### src/rtl/dds_ddc_center_deadlock_pkg.sv
// Shared defaults, report FSM state type and index-width helper for the stall detector.
// Latency: none (types and constants only).
// Backpressure: none.
package dds_ddc_center_deadlock_pkg;

  localparam int unsigned DEF_NUM_CH = 4;
  localparam int unsigned DEF_CNT_W  = 16;
  localparam int unsigned DEF_THRESH = 1024;

  typedef enum logic {
    RPT_IDLE   = 1'b0,
    RPT_REPORT = 1'b1
  } rpt_state_e;

  // Width of a channel index; never zero so a single-channel build still has a port bit.
  function automatic int unsigned ch_idx_w(input int unsigned num_ch);
    return (num_ch > 1) ? $clog2(num_ch) : 1;
  endfunction

endpackage

### src/rtl/dds_ddc_center_stall_counter.sv
// Per-port consecutive-stall counter with a registered "blocked" flag.
// Latency: flag rises on the edge closing the THRESH-th stalled cycle, falls one edge after the first non-stall.
// Backpressure: none; observes a stall qualifier only.
module dds_ddc_center_stall_counter
  import dds_ddc_center_deadlock_pkg::*;
#(
  parameter int unsigned CNT_W  = DEF_CNT_W,
  parameter int unsigned THRESH = DEF_THRESH
) (
  input  logic             clk_i,
  input  logic             rst_i,
  input  logic             enable_i,
  input  logic             stall_i,
  output logic [CNT_W-1:0] cnt_o,
  output logic             blocked_o
);

  localparam logic [CNT_W-1:0] CNT_MAX  = '1;
  localparam logic [CNT_W:0]   THRESH_W = (CNT_W+1)'(THRESH);
  localparam logic [CNT_W:0]   ONE_W    = (CNT_W+1)'(1);

  logic [CNT_W-1:0] cnt_q, cnt_d;
  logic             blk_q, blk_d;
  logic [CNT_W:0]   cnt_inc;

  // Any break in the stall run (or detection disabled) restarts the count from zero.
  always_comb begin
    cnt_inc = {1'b0, cnt_q} + ONE_W;
    cnt_d   = '0;
    blk_d   = 1'b0;
    if (enable_i && stall_i) begin
      cnt_d = (cnt_q == CNT_MAX) ? CNT_MAX : cnt_inc[CNT_W-1:0];
      // cnt_inc is one bit wider, so a saturated counter still compares as >= THRESH.
      blk_d = (cnt_inc >= THRESH_W);
    end
  end

  // Counter and flag registers.
  always_ff @(posedge clk_i) begin
    if (rst_i) begin
      cnt_q <= '0;
      blk_q <= 1'b0;
    end else begin
      cnt_q <= cnt_d;
      blk_q <= blk_d;
    end
  end

  assign cnt_o     = cnt_q;
  assign blocked_o = blk_q;

endmodule

### src/rtl/dds_ddc_center_axis_stall_detector.sv
// Classifies dds_ddc_center AXI-Stream ports as blocked and reports the first unreported one.
// Latency: axis_block_sigs after THRESH stalled cycles; rpt_valid one cycle after a bit rises (FSM idle).
// Backpressure: report held stable until rpt_ack; built only with DDS_DDC_CENTER_BLOCK_REPORT_EN defined.
module dds_ddc_center_axis_stall_detector
  import dds_ddc_center_deadlock_pkg::*;
#(
  parameter int unsigned       NUM_CH   = DEF_NUM_CH,
  parameter int unsigned       CNT_W    = DEF_CNT_W,
  parameter int unsigned       THRESH   = DEF_THRESH,
  parameter logic [NUM_CH-1:0] OUT_MASK = 4'b1100
) (
  input  logic                          clock,
  input  logic                          reset,
  input  logic                          enable,
  input  logic [NUM_CH-1:0]             ch_tvalid,
  input  logic [NUM_CH-1:0]             ch_tready,
  output logic [NUM_CH-1:0]             axis_block_sigs,
  output logic                          rpt_valid,
  output logic [ch_idx_w(NUM_CH)-1:0]   rpt_ch,
  output logic [CNT_W-1:0]              rpt_cycles,
  input  logic                          rpt_ack
);

  logic [NUM_CH-1:0]            stall;
  logic [NUM_CH-1:0][CNT_W-1:0] cnt;

  // Outputs stall on backpressure (data offered, not taken); inputs stall on starvation.
  assign stall = (OUT_MASK & ch_tvalid & ~ch_tready) | (~OUT_MASK & ch_tready & ~ch_tvalid);

  for (genvar gi = 0; gi < NUM_CH; gi++) begin : g_ch
    dds_ddc_center_stall_counter #(
      .CNT_W  (CNT_W),
      .THRESH (THRESH)
    ) u_cnt (
      .clk_i     (clock),
      .rst_i     (reset),
      .enable_i  (enable),
      .stall_i   (stall[gi]),
      .cnt_o     (cnt[gi]),
      .blocked_o (axis_block_sigs[gi])
    );
  end

`ifdef DDS_DDC_CENTER_BLOCK_REPORT_EN
  localparam int unsigned IDX_W = ch_idx_w(NUM_CH);

  rpt_state_e        state_q, state_d;
  logic [NUM_CH-1:0] reported_q, reported_d;
  logic [NUM_CH-1:0] cand, pick_oh;
  logic [IDX_W-1:0]  pick_idx, rpt_ch_q, rpt_ch_d;
  logic [CNT_W-1:0]  pick_cnt, rpt_cycles_q, rpt_cycles_d;
  logic              pick_any;

  // Lowest-index channel that is blocked and not yet reported in its current blocked episode.
  always_comb begin
    cand     = axis_block_sigs & ~reported_q;
    pick_oh  = '0;
    pick_idx = '0;
    pick_cnt = '0;
    pick_any = 1'b0;
    for (int i = NUM_CH - 1; i >= 0; i--) begin
      if (cand[i]) begin
        pick_oh    = '0;
        pick_oh[i] = 1'b1;
        pick_idx   = IDX_W'(i);
        pick_cnt   = cnt[i];
        pick_any   = 1'b1;
      end
    end
  end

  // Report FSM: capture in IDLE, hold in REPORT until acked; reported bits die with their block flag.
  always_comb begin
    state_d      = state_q;
    rpt_ch_d     = rpt_ch_q;
    rpt_cycles_d = rpt_cycles_q;
    reported_d   = reported_q & axis_block_sigs;
    case (state_q)
      RPT_IDLE: begin
        if (pick_any) begin
          state_d      = RPT_REPORT;
          rpt_ch_d     = pick_idx;
          rpt_cycles_d = pick_cnt;
          reported_d   = (reported_q | pick_oh) & axis_block_sigs;
        end
      end
      RPT_REPORT: begin
        if (rpt_ack) state_d = RPT_IDLE;
      end
      default: state_d = RPT_IDLE;
    endcase
  end

  // Report state and capture registers.
  always_ff @(posedge clock) begin
    if (reset) begin
      state_q      <= RPT_IDLE;
      reported_q   <= '0;
      rpt_ch_q     <= '0;
      rpt_cycles_q <= '0;
    end else begin
      state_q      <= state_d;
      reported_q   <= reported_d;
      rpt_ch_q     <= rpt_ch_d;
      rpt_cycles_q <= rpt_cycles_d;
    end
  end

  assign rpt_valid  = (state_q == RPT_REPORT);
  assign rpt_ch     = rpt_ch_q;
  assign rpt_cycles = rpt_cycles_q;
`else
  // Report path not built: outputs parked at zero, ack and counts have no consumer.
  logic unused_rpt;
  assign unused_rpt = rpt_ack ^ (^cnt);
  assign rpt_valid  = 1'b0;
  assign rpt_ch     = '0;
  assign rpt_cycles = '0;
`endif

endmodule
### config.mk
export PLATFORM = sky130hd
export DESIGN_NAME = dds_ddc_center_axis_stall_detector
export DESIGN_NICKNAME = d
export VERILOG_FILES = /design/src/rtl/dds_ddc_center_deadlock_pkg.sv /design/src/rtl/dds_ddc_center_stall_counter.sv /design/src/rtl/dds_ddc_center_axis_stall_detector.sv
export SDC_FILE = /design/constraint.sdc
export NUM_CORES = 1
export LEC_CHECK = 0
export CORE_MARGIN = 2
export CORE_UTILIZATION = 46
export DETAILED_ROUTE_END_ITERATION = 8
export PLACE_DENSITY = 0.64
export SLEW_MARGIN = 20
export SYNTH_ARGS = -nofsm -noshare
export SYNTH_HDL_FRONTEND = slang
export SYNTH_SLANG_ARGS = --single-unit
### constraint.sdc
create_clock -name clock -period 2.2 [get_ports clock]
set_input_delay 0.33 -clock clock [delete_from_list [all_inputs] [get_ports clock]]
set_output_delay 0.33 -clock clock [all_outputs]
set_load 0.1 [all_outputs]
==> metrics, run 1 <==
number of fill cells=739; leading post-synthesis cells by cell area=dfxtp_1, xnor2_1, a21oi_1; CTS buffer count=9; endpoint arrival time on the critical path=2110 ps; initial antenna violation count=0; CTS tree=built; main flop type after synthesis=dfxtp_1; DRC Markers=0; Site Rows=32; hpwl dp=4310 µm; share of layout cells above drive strength 1=0.165; kind of critical path=reg2reg; outcome=complete, no violations; Chip Width=91.9 µm; synthesized instance count=399; final setup violation count=0; unrepaired setup endpoints after global routing=false; Worst Setup Start Kind=register; pin count of the biggest net entering global routing=18; Die ar.=0.00845 mm²; Synth top area share=0.383; Yosys cell types=52; setup TNS=0 ps; first-pass GRT wire length=11000 µm; Core ar.=0.00761 mm²; Finished Layout Cells=526; mean post-synth cell area=8.92 µm²; maximum clock frequency=530 MHz; CTS clk-pin slew, worst paths=70 ps; hold_buf cts=0; later-pin clock latency in the skew report=340 ps; number of top-level pins=35; CP required=2420 ps; max-cap viol count=0; Synth Warn #=0; vias in the first global route=2546; DRT iter0 DRCs=79; clk_skew=4.81 ps; Max IR drop VDD=0.377 mV; Crit. End Element=register; gr ovfl total=0; Final min period=1890 ps; vias per cell=5.17; Detail Route Antenna Nets=0; drt first pass iters=4; number of synthesized flops with an enable pin=0; area leader, netlist=dfxtp_1; crit-path max FO=7; IO buf count=14; Initial Util=0.468; fin nets=440; CTS sink cnt=68; Root Driver=clkbuf_8; Leak=1.25 nW; Die H=91.9 µm; ys async rst share=0; register area share after synthesis=0.383; Detailed Route WL=6260 µm; Antenna diodes=0; Pwr Total=2.28 mW; #FFs+latches synth=68; Final Hold Fails=0; detailed-route via count=2718; worst hold-check path type=reg2reg; period utilization=0.857; H-Tree Level Count=3; PwrDens=584 mW/mm²; gr usage total=0.158; setup bufs post-CTS=0; WL/cell=11.9 µm; area growth from synthesis to layout=9.71%; DP Cell Count=511; Post-Synthesis Cell Area=0.00356 mm²; Slew Limit Fails=0; GP Congestion=0.805; Post-CTS Resized=0; Max Buffers Root-to-Sink=2
layout by cell type, fill, tap and decap left out, drive strengths merged, types with 3 or more instances in the layout:
cell type and count:
a21oi 57, a31o 4, a31oi 4, and3 4
and4 6, buf 16, clkbuf 10, clkdlybuf4s50 10
clkinv 3, conb 19, dfxtp 68, ha 8
inv 8, mux2i 4, nand2 25, nand3 27
nand3b 5, nand4 16, nor2 32, nor3 13
nor4 6, o21ai 5, or3 7, xnor2 31
xor2 14
layer usage:
layer / share of wire / vias up / track usage
met1: 0.49 / 1258 / 0.198
li1: - / 1416 / -
met4: 0.019 / 0 / 0.0771
met5: 0 / - / 0
met3: 0.030 / 10 / 0.0345
met2: 0.46 / 34 / 0.258
layout make-up:
class                   instances  area [µm²]  share of cell area
clock buffers                  10         128              0.0327
clock inverters                 5        30.0             0.00769
inverters                       8        30.0             0.00769
multi-input cells             307        2010               0.514
flip-flops and latches         68        1360               0.349
well taps                     102         128              0.0327
repair buffers                 26         220              0.0564
critical path, cell delays in order, from the launching register on:
cell     delay (ps)
dfxtp_1         450
ha_1            230
inv_1            60
nor4_2          400
xnor2_1         170
a21oi_1          80
or3b_1          380
cells in the mapped netlist (8+ instances only):
cell,number
a21oi_2,18
xnor2_1,31
nand2_1,25
nor2_1,32
xor2_1,14
dfxtp_1,68
inv_1,8
nand4_1,12
buf_4,24
nor3_1,9
ha_1,8
nand3_1,25
a21oi_1,39
flip-flops by register name, indices dropped and copies added, names as in the netlist:
name,flops
g_ch.u_cnt.cnt_o,64
g_ch.u_cnt.blocked_o,4
metrics by stage:
stage	setup WS (ps)	area (µm²)	util	hold slack (ps)
2_1_floorplan	371	3620	-	462
3_3_place_gp	364	3740	0.492	479
3_5_place_dp	342	3740	0.492	501
4_1_cts	307	3900	0.513	517
5_1_grt	211	3900	0.513	550
6_report	315	3900	0.513	508
logic make-up after synthesis:
| family | synth area share |
|---|---|
| and+or+nand+nor | 0.250 |
| xor gates and xnor gates | 0.111 |
| other | 0.00105 |
| DFF | 0.383 |
| buffers and inverters | 0.0725 |
| muxes | 0.0113 |
| adders and majority gates | 0.0281 |
| AOI/OAI and AO/OA | 0.144 |
path summary, 6_finish.rpt:
check                          from                 endpoint  slack (ps)  depth (start not counted)
max          g_ch[3].u_cnt.cnt_o[1]  g_ch[3].u_cnt.blocked_o         310                          6
min reg2reg  g_ch[2].u_cnt.cnt_o[0]   g_ch[2].u_cnt.cnt_o[0]         510                          1
max reg2reg  g_ch[3].u_cnt.cnt_o[1]  g_ch[3].u_cnt.blocked_o         310                          6
min          g_ch[2].u_cnt.cnt_o[0]   g_ch[2].u_cnt.cnt_o[0]         510                          1
power breakdown:
| part | switching [mW] | internal [mW] |
|---|---|---|
| sequential | 0.00243 | 1.23 |
| combinational | 0.159 | 0.0239 |
| clock | 0.465 | 0.396 |
(Power assumes the default switching activity.)
==> run 2: changes to the inputs <==
--- a/config.mk
+++ b/config.mk
@@ -5,10 +5,10 @@
 export SDC_FILE = /design/constraint.sdc
 export NUM_CORES = 1
 export LEC_CHECK = 0
-export CORE_MARGIN = 2
 export CORE_UTILIZATION = 46
 export DETAILED_ROUTE_END_ITERATION = 8
 export PLACE_DENSITY = 0.64
+export REMOVE_ABC_BUFFERS = 1
 export SLEW_MARGIN = 20
 export SYNTH_ARGS = -nofsm -noshare
 export SYNTH_HDL_FRONTEND = slang
==> metrics, run 2 (synthesis results as in run 1) <==
Crit. End Element=register (unchanged); setup bufs post-CTS=0 (unchanged); area growth from synthesis to layout=9.92% (was 9.71%); Sequential Power Share=0.516 (was 0.542); DRT iter0 DRCs=62 (was 79); Slew Limit Fails=0 (unchanged); max reg flops=64 (unchanged); detailed-route via count=2711 (was 2718); CTS buffer count=9 (unchanged); Reg area=0.00136 mm² (unchanged); vias per cell=5.19 (was 5.17); unrepaired setup endpoints after global routing=false (unchanged); drt first pass iters=5 (was 4); IO buf count=14 (unchanged); Max Buffers Root-to-Sink=2 (unchanged); Die H=89.9 µm (was 91.9 µm); GP Congestion=0.773 (was 0.805); P_sw=620 µW (was 627 µW); Root Driver=clkbuf_8 (unchanged); DRC Markers=0 (unchanged); clk_skew=11.0 ps (was 4.81 ps); first-pass GRT wire length=11100 µm (was 11000 µm); kind of critical path=reg2reg (unchanged); gr ovfl total=0 (unchanged); number of fill cells=702 (was 739); setup TNS=0 ps (unchanged); Chip Width=89.9 µm (was 91.9 µm); vias in the first global route=2541 (was 2546); worst hold-check path type=reg2reg (unchanged); commonest non-fill, non-tap cell in the layout=dfxtp_1 (unchanged); endpoint arrival time on the critical path=2140 ps (was 2110 ps); Max IR drop VDD=0.311 mV (was 0.377 mV); H-Tree Level Count=3 (unchanged); number of top-level pins=35 (unchanged); CP required=2420 ps (about the same); Site Rows=31 (was 32); Core ar.=0.00737 mm² (was 0.00761 mm²); hpwl dp=4280 µm (was 4310 µm); Area after DPL=0.00373 mm² (was 0.00374 mm²); Detail Route Antenna Nets=0 (unchanged); period utilization=0.874 (was 0.857); CTS sink cnt=68 (unchanged); hold_buf cts=0 (unchanged); outcome=complete, no violations (unchanged); Worst Setup Start Kind=register (unchanged); commonest non-fill, non-tap cells in the layout=dfxtp_1, a21oi_1, nor2_1 (unchanged); Die ar.=0.00809 mm² (was 0.00845 mm²); Pwr Total=2.39 mW (was 2.28 mW); maximum clock frequency=520 MHz (was 530 MHz); pin count of the biggest net entering global routing=18 (unchanged); Antenna diodes=0 (unchanged); Initial Util=0.483 (was 0.468); Final Hold Fails=0 (unchanged); final setup violation count=0 (unchanged); Multi-input gate area=0.00201 mm² (unchanged); sw frac=0.259 (was 0.275); Pint=1.77 mW (was 1.65 mW); design area=0.00391 mm² (was 0.00390 mm²); CTS tree=built (unchanged); crit-path max FO=7 (unchanged); CTS clk-pin slew, worst paths=70 ps (about the same); Detailed Route WL=6170 µm (was 6260 µm); gr usage total=0.166 (was 0.158); Leak=1.26 nW (was 1.25 nW); Clock Power Share=0.408 (was 0.378); PwrDens=612 mW/mm² (was 584 mW/mm²); WL/cell=11.8 µm (was 11.9 µm); max-cap viol count=0 (unchanged); later-pin clock latency in the skew report=340 ps (about the same); share of layout cells above drive strength 1=0.161 (was 0.165); Post-CTS Resized=0 (unchanged); fin nets=438 (was 440); Final min period=1920 ps (was 1890 ps); combinational share of power=0.076 (was 0.080); initial antenna violation count=0 (unchanged)
[run 2: stage by stage]
stage	instances	util	worst slack [ps]	hold slack [ps]
6_report	522	0.531	277	501
5_1_grt	522	0.531	80.9	539
3_5_place_dp	506	0.506	270	493
2_1_floorplan	383	-	350	462
4_1_cts	522	0.531	256	509
3_3_place_gp	506	0.506	302	479
[run 2: path summary, 6_finish.rpt]
| path | to | slack [ps] | cells after the start | start |
|---|---|---|---|---|
| worst max-delay path | g_ch[3].u_cnt.blocked_o | 280 | 6 | g_ch[3].u_cnt.cnt_o[1] |
| worst min-delay path | g_ch[2].u_cnt.cnt_o[0] | 500 | 1 | g_ch[2].u_cnt.cnt_o[0] |
| worst max register to register | g_ch[3].u_cnt.blocked_o | 280 | 6 | g_ch[3].u_cnt.cnt_o[1] |
| worst min register to register | g_ch[2].u_cnt.cnt_o[0] | 500 | 1 | g_ch[2].u_cnt.cnt_o[0] |
[run 2: per-layer routing]
metal	vias up	track usage	share of wire
li1	1413	-	-
met1	1254	0.214	0.50
met2	35	0.271	0.46
met3	9	0.0305	0.022
met4	0	0.0726	0.015
met5	-	0	0
[run 2: critical path, cell delays in order, from the launching register on]
cell,delay (ps)
dfxtp_1,450
ha_1,280
inv_1,70
nor4_2,400
xnor2_1,160
a21oi_1,80
or3b_1,370
[run 2: area by class of cell]
type                    count  area share
well taps                  99      0.0317
multi-input cells         307       0.513
flip-flops and latches     68       0.348
clock buffers              11      0.0336
repair buffers             24      0.0525
clock inverters             5      0.0134
inverters                   8     0.00768
[run 2: power by group through the flow]
stage	clock [mW]	sequential [mW]	combinational [mW]
3_3_place_gp	0	1.26	0.182
6_report	0.977	1.23	0.182
3_5_place_dp	0	1.26	0.183
4_1_cts	1.01	1.23	0.183
2_1_floorplan	0	1.26	0.154
5_1_grt	1.07	1.23	0.189
